--- src/rtl/multicast_tag_sequencer_if.sv ---
// Upstream valid/ready word port and shared multicast bus of the tag sequencer.
// master = sequencer side, slave = upstream source plus controller array.
interface multicast_tag_sequencer_if #(
  parameter int unsigned ADDRESS_WIDTH = 4,
  parameter int unsigned BITWIDTH      = 16
);
  logic                     in_valid;
  logic                     in_ready;
  logic [ADDRESS_WIDTH-1:0] in_tag;
  logic [BITWIDTH-1:0]      in_data;
  logic                     bus_enable;
  logic [ADDRESS_WIDTH-1:0] bus_tag;
  logic [BITWIDTH-1:0]      bus_value;
  logic                     bus_ack;

  modport master (
    input  in_valid, in_tag, in_data, bus_ack,
    output in_ready, bus_enable, bus_tag, bus_value
  );

  modport slave (
    output in_valid, in_tag, in_data, bus_ack,
    input  in_ready, bus_enable, bus_tag, bus_value
  );
endinterface

--- src/rtl/multicast_tag_sequencer.sv ---
// Programs a scan-chained multicast controller array from a tag table, then streams tagged
// words onto the shared bus, holding each until acknowledged or timed out.
module multicast_tag_sequencer #(
  parameter int unsigned ADDRESS_WIDTH = 4,
  parameter int unsigned BITWIDTH      = 16,
  parameter int unsigned NUM_UNITS     = 8,
  parameter int unsigned TIMEOUT       = 15,
  localparam int unsigned IdxW         = (NUM_UNITS > 1) ? $clog2(NUM_UNITS) : 1
) (
  input  logic                     clk_i,
  input  logic                     rstb,
  input  logic                     cfg_we_i,
  input  logic [IdxW-1:0]          cfg_idx_i,
  input  logic [ADDRESS_WIDTH-1:0] cfg_tag_i,
  input  logic                     start_program_i,
  output logic                     busy_o,
  output logic                     programmed_o,
  output logic                     program_o,
  output logic [ADDRESS_WIDTH-1:0] scan_tag_o,
  output logic                     drop_err_o,
  output logic [7:0]               drop_count_o,
  multicast_tag_sequencer_if.master bus_if
);

  localparam int unsigned PulseW = $clog2(2 * NUM_UNITS);
  localparam int unsigned WaitW  = $clog2(TIMEOUT + 1);
  localparam logic [PulseW-1:0] PulseLast = PulseW'(2 * NUM_UNITS - 1);
  localparam logic [WaitW-1:0]  WaitLast  = WaitW'(TIMEOUT);

  typedef enum logic [1:0] {StIdle, StShift, StRun} state_e;

  state_e                   state_q, state_d;
  logic [ADDRESS_WIDTH-1:0] table_q [NUM_UNITS];
  logic [ADDRESS_WIDTH-1:0] table_d [NUM_UNITS];
  logic [PulseW-1:0]        pulse_q, pulse_d;
  logic [WaitW-1:0]         wait_q, wait_d;
  logic                     pending_q, pending_d;
  logic                     programmed_q, programmed_d;
  logic                     program_q, program_d;
  logic                     busy_q, busy_d;
  logic [ADDRESS_WIDTH-1:0] scan_tag_q, scan_tag_d;
  logic [ADDRESS_WIDTH-1:0] bus_tag_q, bus_tag_d;
  logic [BITWIDTH-1:0]      bus_value_q, bus_value_d;
  logic                     drop_err_q, drop_err_d;
  logic [7:0]               drop_count_q, drop_count_d;

  logic              in_ready;
  logic              idx_in_range;
  logic              start_ok;
  logic              cfg_ok;
  logic              accept;
  logic              shift_step;
  logic [PulseW-1:0] pulse_nxt;
  logic [IdxW-1:0]   scan_idx;

  if (NUM_UNITS == (1 << IdxW)) begin : g_idx_full
    assign idx_in_range = 1'b1;
  end else begin : g_idx_part
    assign idx_in_range = (cfg_idx_i < IdxW'(NUM_UNITS));
  end

  assign in_ready = (state_q == StRun) && !pending_q;

  always_comb begin
    state_d      = state_q;
    table_d      = table_q;
    pulse_d      = pulse_q;
    wait_d       = wait_q;
    pending_d    = pending_q;
    programmed_d = programmed_q;
    program_d    = 1'b0;
    busy_d       = 1'b0;
    scan_tag_d   = '0;
    bus_tag_d    = bus_tag_q;
    bus_value_d  = bus_value_q;
    drop_err_d   = 1'b0;
    drop_count_d = drop_count_q;

    start_ok = start_program_i && ((state_q == StIdle) || ((state_q == StRun) && !pending_q));
    // A write coinciding with SHIFT entry would race the scan-out, so it is dropped.
    cfg_ok   = cfg_we_i && (state_q != StShift) && !start_ok && idx_in_range;
    // start_program wins over a word offered in the same cycle; that word is discarded.
    accept   = in_ready && bus_if.in_valid && !start_ok;

    shift_step = start_ok || ((state_q == StShift) && (pulse_q != PulseLast));
    pulse_nxt  = (state_q == StShift) ? pulse_q + 1'b1 : PulseW'(1);
    // Odd pulse p carries table[(P-p)/2]: farthest unit first, unit 0 on the last pulse.
    scan_idx   = IdxW'((PulseLast - pulse_nxt) >> 1);

    if (cfg_ok) begin
      table_d[cfg_idx_i] = cfg_tag_i;
      programmed_d       = 1'b0;
    end

    unique case (state_q)
      StIdle: begin
        if (shift_step) state_d = StShift;
      end
      StShift: begin
        if (!shift_step) begin
          state_d      = StRun;
          programmed_d = 1'b1;
          pulse_d      = '0;
        end
      end
      StRun: begin
        if (shift_step) begin
          state_d = StShift;
        end else if (pending_q) begin
          if (bus_if.bus_ack) begin
            pending_d   = 1'b0;
            bus_tag_d   = '0;
            bus_value_d = '0;
          end else if (wait_q == WaitLast) begin
            pending_d   = 1'b0;
            bus_tag_d   = '0;
            bus_value_d = '0;
            drop_err_d  = 1'b1;
            if (drop_count_q != 8'hFF) drop_count_d = drop_count_q + 8'd1;
          end else begin
            wait_d = wait_q + 1'b1;
          end
        end else if (accept) begin
          pending_d   = 1'b1;
          wait_d      = '0;
          bus_tag_d   = bus_if.in_tag;
          bus_value_d = bus_if.in_data;
        end
      end
      default: state_d = StIdle;
    endcase

    if (shift_step) begin
      busy_d       = 1'b1;
      program_d    = 1'b1;
      programmed_d = 1'b0;
      pulse_d      = pulse_nxt;
      scan_tag_d   = pulse_nxt[0] ? table_q[scan_idx] : '0;
    end
  end

  always_ff @(posedge clk_i or negedge rstb) begin
    if (!rstb) begin
      state_q      <= StIdle;
      table_q      <= '{default: '0};
      pulse_q      <= '0;
      wait_q       <= '0;
      pending_q    <= 1'b0;
      programmed_q <= 1'b0;
      program_q    <= 1'b0;
      busy_q       <= 1'b0;
      scan_tag_q   <= '0;
      bus_tag_q    <= '0;
      bus_value_q  <= '0;
      drop_err_q   <= 1'b0;
      drop_count_q <= '0;
    end else begin
      state_q      <= state_d;
      table_q      <= table_d;
      pulse_q      <= pulse_d;
      wait_q       <= wait_d;
      pending_q    <= pending_d;
      programmed_q <= programmed_d;
      program_q    <= program_d;
      busy_q       <= busy_d;
      scan_tag_q   <= scan_tag_d;
      bus_tag_q    <= bus_tag_d;
      bus_value_q  <= bus_value_d;
      drop_err_q   <= drop_err_d;
      drop_count_q <= drop_count_d;
    end
  end

  assign busy_o            = busy_q;
  assign programmed_o      = programmed_q;
  assign program_o         = program_q;
  assign scan_tag_o        = scan_tag_q;
  assign drop_err_o        = drop_err_q;
  assign drop_count_o      = drop_count_q;
  assign bus_if.in_ready   = in_ready;
  assign bus_if.bus_enable = pending_q;
  assign bus_if.bus_tag    = bus_tag_q;
  assign bus_if.bus_value  = bus_value_q;

endmodule
--- src/flat_wrapper.sv ---
// flat-port wrapper written by rule: the top's interface ports become plain ports
module multicast_tag_sequencer_flat 
#(
  parameter int unsigned ADDRESS_WIDTH = 4,
  parameter int unsigned BITWIDTH      = 16,
  parameter int unsigned NUM_UNITS     = 8,
  parameter int unsigned TIMEOUT       = 15,
  localparam int unsigned IdxW         = (NUM_UNITS > 1) ? $clog2(NUM_UNITS) : 1
)
  (clk_i, rstb, cfg_we_i, cfg_idx_i, cfg_tag_i, start_program_i, busy_o, programmed_o, program_o, scan_tag_o, drop_err_o, drop_count_o, bus_if_in_valid, bus_if_in_tag, bus_if_in_data, bus_if_bus_ack, bus_if_in_ready, bus_if_bus_enable, bus_if_bus_tag, bus_if_bus_value);
  multicast_tag_sequencer_if #(.ADDRESS_WIDTH(ADDRESS_WIDTH), .BITWIDTH(BITWIDTH)) bus_if_i ();
  input  logic clk_i;
  input  logic rstb;
  input  logic cfg_we_i;
  input  logic [IdxW-1:0] cfg_idx_i;
  input  logic [ADDRESS_WIDTH-1:0] cfg_tag_i;
  input  logic start_program_i;
  output logic busy_o;
  output logic programmed_o;
  output logic program_o;
  output logic [ADDRESS_WIDTH-1:0] scan_tag_o;
  output logic drop_err_o;
  output logic [7:0] drop_count_o;
  input wire logic [$bits(bus_if_i.in_valid)-1:0] bus_if_in_valid;
  input wire logic [$bits(bus_if_i.in_tag)-1:0] bus_if_in_tag;
  input wire logic [$bits(bus_if_i.in_data)-1:0] bus_if_in_data;
  input wire logic [$bits(bus_if_i.bus_ack)-1:0] bus_if_bus_ack;
  output wire logic [$bits(bus_if_i.in_ready)-1:0] bus_if_in_ready;
  output wire logic [$bits(bus_if_i.bus_enable)-1:0] bus_if_bus_enable;
  output wire logic [$bits(bus_if_i.bus_tag)-1:0] bus_if_bus_tag;
  output wire logic [$bits(bus_if_i.bus_value)-1:0] bus_if_bus_value;
  assign bus_if_i.in_valid = bus_if_in_valid;
  assign bus_if_i.in_tag = bus_if_in_tag;
  assign bus_if_i.in_data = bus_if_in_data;
  assign bus_if_i.bus_ack = bus_if_bus_ack;
  assign bus_if_in_ready = bus_if_i.in_ready;
  assign bus_if_bus_enable = bus_if_i.bus_enable;
  assign bus_if_bus_tag = bus_if_i.bus_tag;
  assign bus_if_bus_value = bus_if_i.bus_value;
  multicast_tag_sequencer #(.ADDRESS_WIDTH(ADDRESS_WIDTH), .BITWIDTH(BITWIDTH), .NUM_UNITS(NUM_UNITS), .TIMEOUT(TIMEOUT)) u_core (.clk_i(clk_i), .rstb(rstb), .cfg_we_i(cfg_we_i), .cfg_idx_i(cfg_idx_i), .cfg_tag_i(cfg_tag_i), .start_program_i(start_program_i), .busy_o(busy_o), .programmed_o(programmed_o), .program_o(program_o), .scan_tag_o(scan_tag_o), .drop_err_o(drop_err_o), .drop_count_o(drop_count_o), .bus_if(bus_if_i));
endmodule
--- config.mk ---
export PLATFORM = sky130hd
export DESIGN_NAME = multicast_tag_sequencer_flat
export DESIGN_NICKNAME = d
export VERILOG_FILES = /design/src/rtl/multicast_tag_sequencer_if.sv /design/src/rtl/multicast_tag_sequencer.sv /design/src/flat_wrapper.sv
export SDC_FILE = /design/constraint.sdc
export NUM_CORES = 1
export LEC_CHECK = 0
export ABC_AREA = 1
export CORE_MARGIN = 1
export CORE_UTILIZATION = 30
export DETAILED_ROUTE_END_ITERATION = 12
export DONT_BUFFER_PORTS = 1
export GPL_TIMING_DRIVEN = 1
export HOLD_SLACK_MARGIN = 0.15
export PLACE_DENSITY = 0.44
export SYNTH_ARGS = -nofsm -noshare
export SYNTH_HDL_FRONTEND = slang
export SYNTH_SLANG_ARGS = --single-unit
--- constraint.sdc ---
create_clock -name clk_i -period 2.7 [get_ports clk_i]
set_input_delay 0.135 -clock clk_i [delete_from_list [all_inputs] [get_ports clk_i]]
set_output_delay 0.135 -clock clk_i [all_outputs]
set_load 0.005 [all_outputs]
==> key figures <==
Clock tree
  – CTS Buf Count: 9
  – Clk_lat worst skew: approximately 0.34 ns
  – Root Driver: clkbuf_16
  – CTS Hold Bufs: 28
  – PostCTS Resize Cnt: 0
  – CTS tree: built
  – Htree depth: 3
  – CTS Buffer Depth: 2
  – Worst-path clk slew: ~0.06 ns
  – Clk sinks: 78
  – Post-CTS setup buffer count: 0

Die
  – Rows: 39
  – Initial Util: 0.313
  – Die Ht: 112 µm
  – Die ar.: approximately 0.013 mm²
  – Core Region: 0.0116 mm²
  – Die W: 112 µm
  – Io pins: 71

Flow run
  – Max-cap viol count: 0

Timing
  – Slew Limit Fails: 0
  – Final min period: around 2.0 ns
  – Tcrit/Tclk final: 0.731
  – Endpoints failing hold: 0
  – Worst-margin pin slew: 0.506 ns
  – Setup-failing EPs final: 0
  – RSZ-0062 raised after global routing: false
  – Slew HR: 0.662
  – Final setup skew: 0.0111 ns
  – Fmax: 0.506 GHz
  – Fin Setup TNS: 0 ns

Route
  – Initial drt markers: ~130
  – Pre-Repair DR Iteration Count: 8
  – Total number of vias: slightly below 3000
  – DR DRC count: 3
  – Final wirelength: ~8500 µm
  – Vias per cell: 4.65
  – Post-route ant nets: 0
  – DR WL/cell: 13.7 µm

Global routing
  – Tot GR Track Use: 0.149
  – Vias in the first global route: 2893
  – Largest net degree at the start of global routing: 79
  – GRT overflow: 0
  – First-pass GRT wire length: 14500 µm
  – Initial antenna violation count: 0

Critical path
  – CP arrival: 2.20 ns
  – Slowest cell delay on critical path: 0.47 ns
  – Required @ worst endpoint: 2.93 ns
  – Worst Path Buf+Inv: 1
  – Crit path max-delay family: simple AND/OR/NAND/NOR gates
  – Worst path slowest cell: ha_1
  – CP cell instances: ha_1 -> nand3_2 -> inv_1 -> nand2_1 -> nand3_1 -> nand2_1 -> nor2_1 -> nor2_1
  – Worst Setup Start Kind: flop
  – Max FO, Critical Path: 18
  – CP Class: reg2reg
  – Kind of end point of the critical path: flop

Layout
  – Layout Nets: between 500 and 600
  – Layout area overhead: 20.8%
  – Most common library cell in the layout ignoring fill and taps: nand2_1
  – Post-route design area: ~0.0044 mm²
  – Ant diodes: 0
  – Most frequent cells in the layout: nand2_1 (149), dfrtp_1 (78), o21ai_0 (64)
  – Fill cells: 1195
  – Layout cell share with drive strength beyond 1: 0.0752

Power and ir drop
  – Power density cells: 1060 mW/mm²
  – Maximum vdd drop: 0.000347 V
  – Leakage: 2.16 nW

Run status
  – Outcome: complete, but fails checks
  – Failing checks: design-rule violations

Placed design
  – Post-detail-place hpwl: 5990 µm
  – GP Congestion: about 0.77
  – Area after DPL: 0.00377 mm²
  – IO buf count: 0

Synthesis
  – Distinct cells, synth: 25
  – Register area share after synthesis: 0.537
  – Syn Area/Cell: 8.15 µm²
  – Post-Syn Area: 0.00364 mm²
  – Mapped Nets: 482
  – Cells after synthesis: 446
  – Yosys reg bits: 78
  – Yosys warnings: 0

Worst hold path
  – Hold WC Path Type: in2reg
[report_power, final]
| group | switching (mW) | internal (mW) | total, mW |
|---|---|---|---|
| clock | 0.490 | 0.814 | 1.30 |
| sequential | 0.346 | 1.60 | 1.95 |
| combinational | 0.887 | 0.499 | 1.39 |
[synth_stat cells (all sizes together)]
cell type	instances	area (µm²)
nand2	151	572
dfrtp	78	1950
o21ai	67	347
inv	46	175
nand3	37	205
nor2	32	138
buf	8	47.5
xnor2	7	61.3
nand4	6	37.5
clkbuf	4	15.0
ha	3	37.5
a21oi	2	13.8
or2	2	12.5
a21o	1	7.51
o2111ai	1	8.76
o22ai	1	6.26
[registers in the layout, indices dropped and copies added, names as in the netlist]
register,cells
u_core.busy_o,1
u_core.table_q,32
u_core.drop_count_o,8
u_core.state_q,2
u_core.programmed_o,1
u_core.bus_if.bus_tag,4
u_core.pulse_q,4
u_core.scan_tag_o,4
u_core.bus_if.bus_value,16
u_core.wait_q,4
u_core.drop_err_o,1
u_core.bus_if.bus_enable,1
[worst min-delay path, stage by stage]
cell	delay, ns
nor2_1	0.04
nand2_1	0.18
o21ai_0	0.10
[layout make-up]
type                            instances  area (µm²)  area share
Sequential cell                        78        1950       0.444
Multi-Input combinational cell        310        1450       0.331
Clock inverter                          6        95.1      0.0217
Timing Repair Buffer                   30         313      0.0712
Tap cell                              143         179      0.0407
Clock buffer                            9         225      0.0513
Inverter                               46         175      0.0399
[cell families (layout without fill, tap and decap cells)]
group	Yosys count	after routing	synth area share
AOI/OAI and AO/OA	72	72	0.105
xor gates and xnor gates	7	7	0.0169
adders and majority gates	3	3	0.0103
buffers and inverters	58	91	0.0654
DFF	78	78	0.537
and+or+nand+nor	228	228	0.265
[routing by layer]
layer | track usage | vias up | wire length, µm
li1 | - | 1483 | -
met1 | 0.201 | 1327 | 4220
met2 | 0.226 | 70 | 3820
met3 | 0.0356 | 12 | 350
met4 | 0.0729 | 0 | 144
met5 | 0 | - | 0
[worst paths after layout]
| path | startpoint | end | slack [ns] | cells past startpoint |
|---|---|---|---|---|
| setup / recovery | u_core.pulse_q[0] | u_core.scan_tag_o[0] | 0.73 | 8 |
| hold / removal | cfg_idx_i[0] | u_core.table_q[31] | 0.15 | 3 |
| setup reg to reg | u_core.pulse_q[0] | u_core.scan_tag_o[0] | 0.73 | 8 |
| hold reg to reg | u_core.table_q[21] | u_core.table_q[21] | 0.49 | 2 |
| max in group asynchronous | rstb | u_core.table_q[2] | 2.01 | 2 |
| min in group asynchronous | rstb | u_core.pulse_q[3] | 0.39 | 2 |
[stage by stage]
step	total power [mW]	std cells	hold WS, ns	setup WS [ns]	utilization
floorplan	2.95	446	-0.161	1.12	-
global placement	3.28	579	-0.157	0.844	0.325
detailed placement	3.31	579	-0.156	0.740	0.325
CTS	4.70	622	0.154	0.726	0.378
global route	5.04	622	0.195	0.536	0.378
finish	4.64	622	0.153	0.725	0.378
(Power assumes the default switching activity.)
